<file path="src/rtl/orv32_div.sv">
// RV32M iterative divider: DIV/DIVU/REM/REMU, restoring radix-2, one quotient bit per cycle.
// Optional macro ORV32_DIV_EARLY_OUT_EN: divide-by-zero and signed overflow skip straight to DONE.
module orv32_div #(
   parameter int TAG_W = 5
) (
   input  logic             clk,
   input  logic             rst,
   input  logic             req_valid_i,
   output logic             req_ready_o,
   input  logic [2:0]       funct3_i,
   input  logic [31:0]      rs1_i,
   input  logic [31:0]      rs2_i,
   input  logic [TAG_W-1:0] rd_i,
   input  logic             kill_i,
   output logic             resp_valid_o,
   input  logic             resp_ready_i,
   output logic [31:0]      result_o,
   output logic [TAG_W-1:0] rd_o
);

   typedef enum logic [1:0] {IDLE, CALC, DONE} state_t;

   state_t           r_state;
   logic [4:0]       r_cnt;
   logic [31:0]      r_quo;
   logic [31:0]      r_rem;
   logic [31:0]      r_dvs;
   logic             r_rem_sel;
   logic             r_neg_q;
   logic             r_neg_r;
   logic             r_div0;
   logic             r_valid;
   logic [31:0]      r_result;
   logic [TAG_W-1:0] r_rd;

   logic        w_uns, w_neg1, w_neg2, w_div0_in;
   logic [31:0] w_mag1, w_mag2;
   logic [32:0] w_rem_sh, w_diff;
   logic        w_ge;
   logic [31:0] w_rem_nx, w_quo_nx, w_q_fix, w_r_fix, w_final;
   logic        w_unused;

   // funct3[2] only distinguishes MUL from DIV upstream
   assign w_unused  = funct3_i[2];

   assign w_uns     = funct3_i[0];
   assign w_neg1    = !w_uns && rs1_i[31];
   assign w_neg2    = !w_uns && rs2_i[31];
   assign w_mag1    = w_neg1 ? -rs1_i : rs1_i;
   assign w_mag2    = w_neg2 ? -rs2_i : rs2_i;
   assign w_div0_in = (rs2_i == 32'h0);

   // One restoring step: shift in the next dividend bit, keep the trial difference if non-negative
   assign w_rem_sh  = {r_rem, r_quo[31]};
   assign w_diff    = w_rem_sh - {1'b0, r_dvs};
   assign w_ge      = !w_diff[32];
   assign w_rem_nx  = w_ge ? w_diff[31:0] : w_rem_sh[31:0];
   assign w_quo_nx  = {r_quo[30:0], w_ge};

   // Signed overflow falls out naturally (|q| = 2^31, positive sign); only a zero divisor needs an override
   assign w_q_fix   = r_neg_q ? -w_quo_nx : w_quo_nx;
   assign w_r_fix   = r_neg_r ? -w_rem_nx : w_rem_nx;
   assign w_final   = r_rem_sel ? w_r_fix : (r_div0 ? 32'hFFFF_FFFF : w_q_fix);

`ifdef ORV32_DIV_EARLY_OUT_EN
   logic        w_ovf_in;
   logic [31:0] w_early;
   assign w_ovf_in = !w_uns && (rs1_i == 32'h8000_0000) && (rs2_i == 32'hFFFF_FFFF);
   assign w_early  = funct3_i[1] ? (w_div0_in ? rs1_i : 32'h0)
                                 : (w_div0_in ? 32'hFFFF_FFFF : 32'h8000_0000);
`endif

   assign req_ready_o  = (r_state == IDLE) && !kill_i && !rst;
   assign resp_valid_o = r_valid;
   assign result_o     = r_result;
   assign rd_o         = r_rd;

   always_ff @(posedge clk or posedge rst) begin
      if (rst) begin
         r_state   <= IDLE;
         r_cnt     <= 5'd0;
         r_quo     <= 32'h0;
         r_rem     <= 32'h0;
         r_dvs     <= 32'h0;
         r_rem_sel <= 1'b0;
         r_neg_q   <= 1'b0;
         r_neg_r   <= 1'b0;
         r_div0    <= 1'b0;
         r_valid   <= 1'b0;
         r_result  <= 32'h0;
         r_rd      <= '0;
      end else if (kill_i) begin
         r_state <= IDLE;
         r_valid <= 1'b0;
      end else begin
         case (r_state)
            IDLE: begin
               if (req_valid_i) begin
                  r_quo     <= w_mag1;
                  r_rem     <= 32'h0;
                  r_dvs     <= w_mag2;
                  r_cnt     <= 5'd0;
                  r_rem_sel <= funct3_i[1];
                  r_neg_q   <= w_neg1 ^ w_neg2;
                  r_neg_r   <= w_neg1;
                  r_div0    <= w_div0_in;
                  r_rd      <= rd_i;
`ifdef ORV32_DIV_EARLY_OUT_EN
                  if (w_div0_in || w_ovf_in) begin
                     r_state  <= DONE;
                     r_valid  <= 1'b1;
                     r_result <= w_early;
                  end else begin
                     r_state  <= CALC;
                  end
`else
                  r_state   <= CALC;
`endif
               end
            end
            CALC: begin
               r_quo <= w_quo_nx;
               r_rem <= w_rem_nx;
               r_cnt <= r_cnt + 5'd1;
               if (r_cnt == 5'd31) begin
                  r_state  <= DONE;
                  r_valid  <= 1'b1;
                  r_result <= w_final;
               end
            end
            DONE: begin
               if (resp_ready_i) begin
                  r_state <= IDLE;
                  r_valid <= 1'b0;
               end
            end
            default: begin
               r_state <= IDLE;
               r_valid <= 1'b0;
            end
         endcase
      end
   end

endmodule

</file>
<file path="config.mk">
export PLATFORM = sky130hd
export DESIGN_NAME = orv32_div
export DESIGN_NICKNAME = d
export VERILOG_FILES = /design/src/rtl/orv32_div.sv
export SDC_FILE = /design/constraint.sdc
export NUM_CORES = 1
export LEC_CHECK = 0
export CAP_MARGIN = 0
export CORE_ASPECT_RATIO = 0.75
export CORE_MARGIN = 3
export CORE_UTILIZATION = 30
export CTS_CLUSTER_DIAMETER = 200
export DETAILED_ROUTE_END_ITERATION = 16
export PLACE_DENSITY_LB_ADDON = 0.15
export SLEW_MARGIN = 5
export SYNTH_ARGS = -nofsm -noshare
export SYNTH_HDL_FRONTEND = slang
export SYNTH_SLANG_ARGS = --single-unit
export TNS_END_PERCENT = 5
</file>
<file path="constraint.sdc">
create_clock -name clk -period 4.8 [get_ports clk]
set_input_delay 0.96 -clock clk [delete_from_list [all_inputs] [get_ports clk]]
set_output_delay 0.96 -clock clk [all_outputs]
set_load 0.05 [all_outputs]
</file>
# Yosys cells after proc, flatten, opt, wreduce, memory -nomap -nowiden
# Cells that the tools add are included.
# totals
latchBits	0
inputBits	77
output_inout_bits	39
memories	0
elab_cells	66
rom_bits	0
reg_bits	145
ramBits	0
# classes
shifts	0
n_lt_le_gt_ge	0
reduce_logical	16
div	0
mul	0
n_mux	22
addsub	6
bitwise_logic	2
eq_ne	8
# ops
operator	n
$mux 32	9
$neg 32->32	4
$pmux 32 s2	2
$sub 33x32->33	1
$logic_not 32->1	1
$reduce_and 3->1	5
$pmux 5 s2	1
$ne 3x3->1 const B	3
$mux 2	4
$pmux 2 s3	1
$add 5x1->5 const B	1
$eq 5x5->1 const B	1
$mux 5	1
$logic_and 1x1->1	4
$logic_not 1->1	4
$ne 2x2->1 const B	2
$mux 1	3
$pmux 1 s3	1
$eq 2x1->1 const B	1
$eq 2x2->1 const B	1
$logic_not 2->1	1
$reduce_bool 2->1	1
$not 1->1	1
$xor 1x1->1	1

# Logic depth before layout (Yosys ltp)
# depth
ltp_word	6
mapped_depth	23
depth_no_buf	20

# Least setup slack after synthesis
# Ideal clock, no wire load.
# synth_timing
kind	reg-to-reg
from	register r_quo[31]
to	register r_result[28], in the netlist result_o[28]
path_buffers	3
arrival_time_ns	4.944
period_less_slack_ns	5.065
path_slack_ns	-0.265
required_ns	4.678
path_stages_with_launch	23
setup_ns	0.122
path_cell_list	dfrtp_1 inv_1 ha_1 fa_1 nor2b_4 o31a_4 o21a_4 a21o_1 a31oi_4 xnor2_4 inv_6 buf_4 clkbuf_1 clkbuf_1 nor2_1 a21oi_1 ha_1 nor4b_1 mux2i_1 nand4b_4 or2_4 or4_1 a32o_1
# synth_between
elab_chain_cells	6
elab_cells_between_ends	9
classes_between	add/sub (3); mux (5); reduce/logical (1)
# synth_lines
item	line_no	text
from (decl)	25	logic [31:0] r_quo;
from (signal assigned)	99	r_quo <= w_mag1;
from (signal assigned)	122	r_quo <= w_quo_nx;
$sub 33x32->33	55	assign w_diff = w_rem_sh - {1'b0, r_dvs};
$logic_not 1->1	56	assign w_ge = !w_diff[32];
$neg 32->32	61	assign w_q_fix = r_neg_q ? -w_quo_nx : w_quo_nx;
$mux 32	61	
$mux 32	63	assign w_final = r_rem_sel ? w_r_fix : (r_div0 ? 32'hFFFF_FFFF : w_q_fix);
$mux 32 *	63	
to (signal assigned)	128	r_result <= w_final;
to (decl)	33	logic [31:0] r_result;
# Mark *: on every way between the ends. The rest lies on a longest branch, timed or not.
# A chain may end at the register's enable or synchronous reset.

# Worst setup path in the final report
# layout_timing
from	register r_dvs[1]
to	register r_result[31], in the netlist result_o[31]
# layout_between
elab_chain_cells	6
elab_cells_between_ends	9
classes_between	add/sub (3); mux (5); reduce/logical (1)
# layout_lines
item	line_no	text
from (decl)	27	logic [31:0] r_dvs;
from (signal assigned)	101	r_dvs <= w_mag2;
$sub 33x32->33 *	55	
$logic_not 1->1	56	
$neg 32->32	61	
$mux 32	61	
$mux 32	63	
$mux 32 *	63	
# Marks and branches as above.

==> results.toml <==
[run_status]
outcome = "finished, final reports clean"

[synth]
synth-main-ff-cell = "dfrtp_1"
synth-async-reset-ratio_pct = 100
ys_ff_latch = 145
synthCells = 1368
synth_top_area_share_pct = 32.4
synth_cell_types = 83
synth_area_sq_um = 11200
yosysSeqAreaShare_pct = 32.4
yosysWarnings = 0
synth_most_common_cell = "nand2_1"
synth_top_area_cell = "dfrtp_1"
avgSynthCellArea_sq_um = 8.20
ys_top_cells_by_area = "dfrtp_1 (32%), o21ai_0 (7.7%), nand2_1 (5.8%)"
synthTopCellsByCount = "nand2_1 (174), o21ai_0 (172), dfrtp_1 (145)"
synthesis.nets = 1484
synth-edff-count = 0

[route]
avgViaCountPerCell = 5.25
initialDrtViolationCount = 743
wl_mm = 34.7
vias = 10400
drc = 0
dr.pass1.iters = 5
wl_per_cell_microns = 17.5
drtAntennaViolNets = 0

[global_routing]
grt_pass1_vias = 10400
grt_pass1_wl_mm = 56.8
grtUsageTotal_pct = 17.7
overflow = 0
antenna_found_initial = 0
grt_start_max_net_pins = 101

[clock_network]
cts_max_level = 4
holdBufCountCts = 0
clock_path_buffers = 2
numCtsBuffers = 17
cts_root_buffer = "clkbuf_16"
cts_sinks = 145
clock_latency_ns = 0.45
cts_tree = "built"
cts.clk_slew.worst_paths_ns = 0.06

[cells_and_area]
diodes = 0
multiInputGateArea_sq_um = 7170
syn_to_final_growth_pct = 22.7
fillCellCount = 3796
drive_gt1_share_pct = 8.65
fin_area_sq_um = 13800
final_nets = 1594
regArea_sq_um = 3630

[power]
pwr-share-clk_pct = 16.9
power.density_nw_per_um2 = 626
ir_drop_uv = 375
switching_share_pct = 46.8
power_mw = 8.61
power_frac_seq_pct = 20.5
p_int_mw = 4.58
p_comb_share_pct = 62.6
leakagePower_nw = 5.77
netSwitchingPower_mw = 4.03

[place]
detailedPlace.worstSlack_ns = 0.263
placed_area_sq_um = 13100
finalWeightedCongestion = 0.855
dp_hpwl_mm = 26.7
io_buffers = 114

[die]
num_io_pins = 116
die_y_microns = 173
coreArea_sq_um = 36300
start_util_pct = 30.9
die-area_sq_um = 39800
placementRows = 60
die_w_microns = 229

[worst_setup_path]
r2r-end = "result_o[31]$_DFFE_PP0P_"
critPathMostFrequentCell = "or3_1"
cp.required_ns = 5.18
max_stage_delay_ns = 0.94
crit_path_start_kind = "flop"
crit_chain = "inv_1 -> ha_1 -> nor2b_1 -> o2111ai_1 -> a2111oi_0 -> buf_4 -> or2_1 -> xor2_1 -> or3_1 -> nor4_1 -> o22ai_1 -> o41a_1 -> or3_1 -> nand3_1"
critPathArrivalTime_ns = 4.99
critPathCapture = "result_o[31]$_DFFE_PP0P_"
reg2regPathDepth = 14
worst-path-max-fanout = 3
cpMaxStageDelayCell = "a2111oi_0"
r2r_start = "r_dvs[1]$_DFFE_PP0P_"
r2r_slack_ns = 0.19
cp-end-kind = "flop"
crit_type = "flop to flop"
startpoint = "r_dvs[1]$_DFFE_PP0P_"

[sta]
rsz0062_at_grt = "false"
worst_slack_ns = 0.186
finClkSkew_ns = 0.0109
fin_crit_ns = 4.61
final_max_slew_viol_count = 0
finalCritPeriodShare_pct = 96.1
tightest_slew_ns = 0.982
setup_viol = 0
finalHoldViolations = 0
setup_tns_ns = 0
slew_headroom_pct = 32.9
max_freq_ghz = 0.217

[flow_run]
drv_cap = 0

[min_path]
hold_depth = 2
min_path_type = "flop to flop"
[flip-flops by register name, indices dropped and copies added (netlist names)]
signal / cells
r_dvs: 32
r_div0: 1
r_rem_sel: 1
r_quo: 32
r_rem: 32
r_neg_r: 1
r_cnt: 5
rd_o: 5
r_state: 2
resp_valid_o: 1
r_neg_q: 1
result_o: 32
[placed cells by master (no fill, tap or decap), types with 5 or more instances in the layout]
cell type and instances:
nand2b_1 12, mux2_2 11, inv_1 45, buf_4 45
or2_2 10, o21ai_0 172, nor4_1 17, clkdlybuf4s50_1 114
a211o_1 5, dfrtp_1 145, a31oi_1 7, and2_1 14
nor3_1 30, xor2_1 65, nor2b_1 11, a21oi_1 78
o21bai_1 5, o41ai_1 14, mux2i_1 34, clkbuf_16 17
or4_1 11, a32o_1 6, xnor2_1 60, ha_1 36
nor2_1 88, o31ai_1 22, or3_1 24, a22o_1 8
a22oi_1 27, a221oi_1 13, nand3_1 17, and3_1 7
nand2_1 173, a211oi_1 12, nand4_1 11, a21o_1 24
[metrics by stage]
stage / utilization [%] / hold WS, ns / std cells
after floorplan: - / 0.450 / 1368
after global placement: 36.0 / 0.462 / 1954
after detailed placement: 36.0 / 0.468 / 1954
after CTS: 37.8 / 0.484 / 1986
after global routing: 37.9 / 0.509 / 1987
final: 37.9 / 0.480 / 1987
[area by class of cell]
| class | count | share of cell area [%] |
|---|---|---|
| inverter | 48 | 1.37 |
| clock buffer | 22 | 3.45 |
| tap | 496 | 4.51 |
| timing repair buffer | 161 | 11.0 |
| clock inverter | 10 | 1.14 |
| sequential | 145 | 26.4 |
| multi-input combinational | 1105 | 52.1 |
[power by group through the flow]
stage	clock network [mW]	registers, mW	logic, mW
2_1_floorplan	0	1.71	3.84
3_3_place_gp	0	1.79	5.26
3_5_place_dp	0	1.79	5.28
4_1_cts	1.49	1.77	5.31
5_1_grt	1.55	1.81	5.99
6_report	1.45	1.77	5.39
[worst min path at each step]
stage,start,endpoint,slack [ns]
5_1_grt,r_dvs[12]$_DFFE_PP0P_,r_dvs[12]$_DFFE_PP0P_,0.51
3_3_place_gp,result_o[6]$_DFFE_PP0P_,result_o[6]$_DFFE_PP0P_,0.46
3_5_place_dp,result_o[9]$_DFFE_PP0P_,result_o[9]$_DFFE_PP0P_,0.47
4_1_cts,r_dvs[3]$_DFFE_PP0P_,r_dvs[3]$_DFFE_PP0P_,0.48
6_report,r_dvs[4]$_DFFE_PP0P_,r_dvs[4]$_DFFE_PP0P_,0.48
2_1_floorplan,r_dvs[10]$_DFFE_PP0P_,r_dvs[10]$_DFFE_PP0P_,0.45
[logic make-up (layout without fill, tap and decap cells)]
family	Yosys count	after routing	synth area share (%)
fa+ha+maj	39	39	4.42
compound gates	448	448	25.6
xor+xnor	126	126	10.0
buf+inv	118	241	4.17
flops	145	145	32.4
simple gates	446	446	19.1
mux	46	46	4.26
[per-layer routing]
| layer | vias to the layer above | routed length, microns | global-route usage [%] |
|---|---|---|---|
| met2 | 167 | 15000 | 26.9 |
| met3 | 27 | 1350 | 3.47 |
| li1 | 5203 | - | - |
| met5 | - | 0 | 0 |
| met4 | 0 | 413 | 3.63 |
| met1 | 5036 | 18000 | 25.9 |
[critical path: cells and delay by family, from the launching register on]
kind / cells / cell delay (ns)
flops: 1 / 0.37
buf+inv: 2 / 0.32
simple gates: 6 / 1.60
xor+xnor: 1 / 0.12
compound gates: 4 / 1.89
fa+ha+maj: 1 / 0.26
[repair_timing]
action / CTS / global route
buffers inserted: 0 / 1
setup endpoints to repair: 0 / 2
resized for setup: 0 / 5
No activity file was read; power rests on OpenSTA's default activity.
